<file path="src/rtl/bullet_pool.sv">
`default_nettype none
// ============================================================================
//  Module      : bullet_pool
//  Description : Fixed pool of N_BULLETS player bullets. Spawns into the
//                lowest idle slot on shoot (rate-limited by a tick-based
//                cooldown), moves flying bullets up one row per tick,
//                retires them on hit or after leaving row 0.
//  Revision    : 1.0 - initial release
// ============================================================================
module bullet_pool #(
    parameter int N_BULLETS      = 4,
    parameter int X_W            = 5,
    parameter int Y_W            = 4,
    parameter int SPAWN_Y        = 12,
    parameter int PARK_Y         = 15,
    parameter int TICK_CYCLES    = 90000,
    parameter int COOLDOWN_TICKS = 2
) (
    input  logic                       clk_36MHz,
    input  logic                       reset,
    input  logic                       enable,
    input  logic                       shoot,
    input  logic [X_W-1:0]             ship_x,
    input  logic [N_BULLETS-1:0]       hit,
    output logic [N_BULLETS-1:0]       flying,
    output logic [N_BULLETS*X_W-1:0]   bullet_x,
    output logic [N_BULLETS*Y_W-1:0]   bullet_y,
    output logic                       fired,
    output logic                       full
);

    localparam int c_TICK_W = (TICK_CYCLES > 2) ? $clog2(TICK_CYCLES) : 1;
    localparam int c_CD_W   = (COOLDOWN_TICKS > 1) ? $clog2(COOLDOWN_TICKS + 1) : 1;

    localparam logic [c_TICK_W-1:0] c_TICK_LAST = c_TICK_W'(TICK_CYCLES - 1);
    localparam logic [c_TICK_W-1:0] c_TICK_ONE  = c_TICK_W'(1);
    localparam logic [c_CD_W-1:0]   c_CD_LOAD   = c_CD_W'(COOLDOWN_TICKS);
    localparam logic [c_CD_W-1:0]   c_CD_ONE    = c_CD_W'(1);
    localparam logic [Y_W-1:0]      c_SPAWN_Y   = Y_W'(SPAWN_Y);
    localparam logic [Y_W-1:0]      c_PARK_Y    = Y_W'(PARK_Y);
    localparam logic [Y_W-1:0]      c_Y_ONE     = Y_W'(1);

    logic [c_TICK_W-1:0]  r_tick_cnt;
    logic [c_CD_W-1:0]    r_cooldown;
    logic                 r_fired;
    logic                 w_tick;
    logic                 w_spawn;
    logic                 w_found;
    logic [N_BULLETS-1:0] w_spawn_sel;
    logic [N_BULLETS-1:0] w_flying;

    // Movement tick: one cycle out of every TICK_CYCLES enabled cycles
    assign w_tick = enable && (r_tick_cnt == c_TICK_LAST);

    // Free-running tick phase counter, frozen while disabled
    always_ff @(posedge clk_36MHz) begin
        if (reset) begin
            r_tick_cnt <= '0;
        end else if (enable) begin
            if (r_tick_cnt == c_TICK_LAST) begin
                r_tick_cnt <= '0;
            end else begin
                r_tick_cnt <= r_tick_cnt + c_TICK_ONE;
            end
        end
    end

    // Pick the lowest slot idle at the start of the cycle; a slot retiring
    // this cycle still reads as flying, so it cannot be reused until next cycle
    always_comb begin
        w_spawn_sel = '0;
        w_found     = 1'b0;
        for (int i = 0; i < N_BULLETS; i++) begin
            if (!w_flying[i] && !w_found) begin
                w_spawn_sel[i] = 1'b1;
                w_found        = 1'b1;
            end
        end
        w_spawn = enable && shoot && (r_cooldown == '0) && w_found;
    end

    // Cooldown: reload on spawn (wins over a coincident tick), count down on ticks
    always_ff @(posedge clk_36MHz) begin
        if (reset) begin
            r_cooldown <= '0;
        end else if (w_spawn) begin
            r_cooldown <= c_CD_LOAD;
        end else if (w_tick && (r_cooldown != '0)) begin
            r_cooldown <= r_cooldown - c_CD_ONE;
        end
    end

    // Fired pulse is the registered spawn strobe
    always_ff @(posedge clk_36MHz) begin
        if (reset) begin
            r_fired <= 1'b0;
        end else begin
            r_fired <= w_spawn;
        end
    end

    generate
        for (genvar gi = 0; gi < N_BULLETS; gi++) begin : g_slot
            logic           r_fly;
            logic [X_W-1:0] r_x;
            logic [Y_W-1:0] r_y;

            // Slot state: hit retires first, then spawn, then tick movement
            always_ff @(posedge clk_36MHz) begin
                if (reset) begin
                    r_fly <= 1'b0;
                    r_x   <= '0;
                    r_y   <= c_PARK_Y;
                end else if (r_fly && hit[gi]) begin
                    r_fly <= 1'b0;
                    r_x   <= '0;
                    r_y   <= c_PARK_Y;
                end else if (w_spawn && w_spawn_sel[gi]) begin
                    r_fly <= 1'b1;
                    r_x   <= ship_x;
                    r_y   <= c_SPAWN_Y;
                end else if (w_tick && r_fly) begin
                    if (r_y == '0) begin
                        r_fly <= 1'b0;
                        r_x   <= '0;
                        r_y   <= c_PARK_Y;
                    end else begin
                        r_y   <= r_y - c_Y_ONE;
                    end
                end
            end

            assign w_flying[gi]                = r_fly;
            assign bullet_x[gi*X_W +: X_W]     = r_x;
            assign bullet_y[gi*Y_W +: Y_W]     = r_y;
        end
    endgenerate

    assign flying = w_flying;
    assign fired  = r_fired;
    assign full   = &w_flying;

endmodule
`default_nettype wire

</file>
<file path="config.mk">
export PLATFORM = sky130hd
export DESIGN_NAME = bullet_pool
export DESIGN_NICKNAME = d
export VERILOG_FILES = /design/src/rtl/bullet_pool.sv
export SDC_FILE = /design/constraint.sdc
export NUM_CORES = 1
export LEC_CHECK = 0
export CORE_MARGIN = 4
export CORE_UTILIZATION = 50
export CTS_CLUSTER_SIZE = 8
export DETAILED_ROUTE_END_ITERATION = 12
export HOLD_SLACK_MARGIN = 0.06
export PLACE_DENSITY = 0.78
export SLEW_MARGIN = 20
export SYNTH_ARGS = -nofsm -noshare
export SYNTH_HDL_FRONTEND = slang
export SYNTH_SLANG_ARGS = --single-unit
</file>
<file path="constraint.sdc">
create_clock -name clk_36MHz -period 2.4 [get_ports clk_36MHz]
set_input_delay 0.48 -clock clk_36MHz [delete_from_list [all_inputs] [get_ports clk_36MHz]]
set_output_delay 0.48 -clock clk_36MHz [all_outputs]
set_load 0.02 [all_outputs]
</file>
# After elaboration in Yosys (flattened, before gate mapping)

Cells that the tools add are included.

$add $sub $neg: 6
Eq/ne operators: 1
Mux-type cells: 46
Reductions and logical operators: 54

Operator list:

| operator              | number |
|---|---|
| $mux 5                | 12 |
| $logic_and 1x1->1     | 20 |
| $mux 2                | 10 |
| $reduce_bool 2->1     | 10 |
| $mux 1                | 19 |
| $add 17x1->17 const B | 1 |
| $eq 17x17->1 const B  | 1 |
| $mux 17               | 1 |
| $logic_not 4->1       | 4 |
| $mux 4                | 4 |
| $sub 4x1->4 const B   | 4 |
| $reduce_or 3->1       | 4 |
| $reduce_or 2->1       | 5 |
| $reduce_and 2->1      | 4 |
| $logic_not 1->1       | 5 |
| $reduce_and 4->1      | 1 |
| $logic_not 2->1       | 1 |
| $sub 2x1->2 const B   | 1 |

Register bits after elaboration: 60
Bits of input ports: 13
Output and inout port bits: 42
Word-level logic and storage cells: 127

# Depth between registers and ports, before layout

Word-level depth: 13
Depth in mapped cells: 9
Mapped depth without buffers: 7

# Worst setup path before layout

No wires, ideal clock.

Path type: input-to-reg
Start point: input enable
End point: register g_slot[3].r_x[2]
Library setup time: 0.134 ns
Arrival: 1.896 ns
Required time: 2.266 ns
Setup slack: 0.370 ns
Cell stages on the path: 8
Path buffers: 3
Cells stage by stage: clkbuf_1 > and3_1 > nand2_1 > or3_1 > clkbuf_1 > clkbuf_1 > nand3_1 > o22ai_1

Cells in the longest elaborated chain, start to end: 6
Elaborated cells between the ends (all ways): 10
Classes of those cells: 1 x mux; 9 x reduce/logical

Ends and longest elaborated chain:

| element                            | line | source |
|---|---|---|
| start: declaration                 | 21   | `input logic enable,` |
| $logic_and 1x1->1 (3 in a row)     | 79   | `w_spawn = enable && shoot && (r_cooldown == '0) && w_found;` |
| $logic_and 1x1->1                  | 118  | `end else if (w_spawn && w_spawn_sel[gi]) begin` |
| $reduce_bool 2->1 (no source line) | -    |  |
| $reduce_and 2->1 (no source line)  | -    |  |
| end signal: assignment             | 120  | `r_x <= ship_x;` |
| end: declaration                   | 105  | `logic [X_W-1:0] r_x;` |

Parallel ways exist; a longest one is shown, timed or not.
A chain may end at the register's enable or synchronous reset.

# Worst setup path in the final report

Start point: register g_slot[2].r_fly
End point: output full

Cells in the longest elaborated chain, start to end: 1

Ends and longest elaborated chain:

| element                  | line | source |
|---|---|---|
| start: declaration       | 104  | `logic r_fly;` |
| start signal: assignment | 111  | `r_fly <= 1'b0;` |
| start signal: assignment | 115  | `r_fly <= 1'b0;` |
| start signal: assignment | 119  | `r_fly <= 1'b1;` |
| $reduce_and 4->1         | 141  | `assign full = &w_flying;` |
| end: declaration         | 29   | `output logic full` |

Every way passes these cells.

==> results_dict.tcl <==
set metrics [dict create \
    outcome "complete, no violations" \
    startpoint "g_slot[2].r_fly" \
    use_met1_pct 25.8 \
    grt_max_degree 19 \
    synth_top_area_share_pct 43.6 \
    drv_cap 0 \
    drc 0 \
    cp.arrival_ps 1700 \
    syn_area_per_cell_sq_um 8.60 \
    max-vdd-ir-drop_mv 0.379 \
    yosysWarningCount 0 \
    relSlewSlack_pct 66.5 \
    cp-end-kind "primary output" \
    ys_ff_latch 60 \
    cts_hold_buf 0 \
    fin_nets 402 \
    synth-seq-area-share_pct 43.6 \
    grt_pass1_vias 2409 \
    place_hpwl_mm 4.91 \
    synthTopCellsByArea "dfxtp_1 (44%), nand3_1 (6.0%), xor2_1 (4.1%)" \
    p_leak_uw 0.00142 \
    finalSetupTns_ps 0 \
    dpl_worst_slack_ps 217 \
    synthCells 320 \
    grt.total_usage_pct 21.4 \
    cts_setup_buffers 0 \
    hold_path.class "reg -> reg" \
    clock_sinks 60 \
    cts_resized 0 \
    antenna_found_initial 0 \
    post_drt_wl_per_cell_microns 14.5 \
    yosys.area.top_type "dfxtp_1" \
    gp_congestion 0.841 \
    hold_violations 0 \
    pwr-share-clk_pct 39.4 \
    io_pins 55 \
    syn_to_final_growth_pct 29.9 \
    worst_pin_slew_ps 499 \
    p_int_uw 1520 \
    use_met2_pct 36.4 \
    initial_core_util_pct 52.9 \
    drtPass1Iterations 4 \
    synth_top_family_by_area "simple AND/OR/NAND/NOR gates" \
    rows 26 \
    synthMuxAreaShare_pct 1.09 \
    core_sq_mm 0.00520 \
    async_reset_ff_share_pct 0 \
    finalInstanceArea_sq_mm 0.00357 \
    p_seq_share_pct 51.6 \
    fin_total_pwr_uw 2010 \
    ff2ff_setup_slack_ps 280 \
    path_max_fanout 3 \
    cts_buffers 9 \
    clock_path_buffers 2 \
    rsz0062_at_grt "false" \
    switching_share_pct 24.1 \
    n_fill_cell 449 \
    synth_cell_types 44 \
    clkLatencyLatePin_ps 330 \
    cts_max_level 3 \
    critPathRequiredTime_ps 1920 \
    power_frac_comb_pct 9.1 \
    skew_ps 9.03 \
    setup_viol 0 \
    min_from "g_slot[1].r_x[1]" \
    synth_compound_area_share_pct 14.5 \
    synth_fa_ha_area_share_pct 2.73 \
    dieArea_sq_mm 0.00676 \
    rr_startpoint "r_tick_cnt[4]" \
    synth_edf_count 0 \
    criticalPathCategory "reg -> out" \
    fin_crit_sh_pct 90.9 \
    io_buffers 54 \
    layout_min_cycle_time_ps 2180 \
    grt_pass1_wl_mm 11.1 \
    path_clk_slew_ps 70 \
    setup_ws_ps 219 \
    synth_xor_xnor_area_share_pct 6.68 \
    drtIter0Drc 94 \
    worstSetupStartpointType "flop" \
    die_w_microns 82.2 \
    grt_busiest_layer "met2" \
    die_h_microns 82.2 \
    cts_root_buf "clkbuf_8" \
    p_sw_uw 485 \
    detail-route-antenna-nets 0 \
    fmax_mhz 458 \
    synthFlopType "dfxtp_1" \
    diodes 0 \
    layout-drive-gt1-share_pct 11.1 \
    synthesis.nets 339 \
    grtUsageMet3_pct 4.01 \
    drv_slew 0 \
    p_per_area_mw_per_mm2 562 \
    vias 2530 \
    avgViaCountPerCell 5.54 \
    cts_tree "yes" \
    syn_area_sq_mm 0.00275 \
    wl_mm 6.63 \
    synth-simple-area-share_pct 25.6 \
    placed_area_sq_mm 0.00341 \
    overflow 0 \
]
[through the flow]
stage          hold slack (ps)  std cells  utilization (%)
6_report                   477        457             68.7
5_1_grt                    493        457             68.7
4_1_cts                    478        457             68.7
3_5_place_dp               469        442             65.4
3_3_place_gp               461        442             65.4
2_1_floorplan              479        320                -
[worst max-delay path: stages (launching register included)]
cell,delay [ps]
dfxtp_1,330
nand2_1,80
nor2_1,280
clkdlybuf4s50_1,670
[flip-flops by register name, indices dropped and copies added, names as in the netlist]
signal and flops:
g_slot.r_fly 4, r_cooldown 2, g_slot.r_y 16, r_tick_cnt 17, fired 1, g_slot.r_x 20
[power by group through the flow]
stage	Sequential, uW	Combinational [uW]	Clock (uW)
2_1_floorplan	1070	82.8	0
3_3_place_gp	1060	176	0
3_5_place_dp	1060	181	0
4_1_cts	1030	182	803
5_1_grt	1040	199	849
6_report	1040	183	790
[synth_stat cells (5+ instances only)]
cell and n:
ha_1 6, xor2_1 13, o31ai_1 7, buf_4 5, nand4_1 10, nor2_1 30
xnor2_1 8, nand2_1 27, nor3_1 9, o22ai_1 11, inv_1 15, dfxtp_1 60
a21oi_1 11, nand3_1 33, clkbuf_1 12, a21boi_0 5, a22o_1 5, o21ai_0 12
[kinds of logic after synthesis]
kind of cell / count (synthesis)
simple gates: 134
compound gates: 62
flops: 60
buf+inv: 34
xor+xnor: 21
fa+ha+maj: 6
mux: 3
[final timing paths]
| check | depth (start not counted) | endpoint |
|---|---|---|
| worst max-delay path | 3 | full |
| worst min-delay path | 2 | g_slot[1].r_x[1] |
| worst max register to register | 6 | g_slot[3].r_x[3] |
| worst min register to register | 2 | g_slot[1].r_x[1] |
[layout by cell type, fill, tap and decap left out, types with 10 or more instances in the layout]
cell type        instances
dfxtp_1                 60
clkdlybuf4s50_1         54
nand3_1                 33
nor2_1                  30
nand2_1                 27
buf_4                   17
inv_1                   15
xor2_1                  13
o21ai_0                 12
a21oi_1                 11
o22ai_1                 11
clkbuf_8                11
nand4_1                 10
[cell type report]
| class | instances | area [sq um] | share of cell area, % |
|---|---|---|---|
| clock inverters | 2 | 10.0 | 0.280 |
| flip-flops and latches | 60 | 1200 | 33.6 |
| multi-input cells | 226 | 1390 | 39.0 |
| repair buffers | 71 | 668 | 18.7 |
| clock buffers | 13 | 159 | 4.45 |
| well taps | 70 | 87.6 | 2.45 |
| inverters | 15 | 56.3 | 1.58 |
[per-layer routing]
| metal | part of all wire [%] | vias to the layer above |
|---|---|---|
| met5 | 0 | - |
| met4 | 2.2 | 0 |
| met3 | 5.9 | 14 |
| met2 | 48 | 70 |
| met1 | 44 | 1190 |
| li1 | - | 1256 |
No activity file was read; power rests on OpenSTA's default activity.
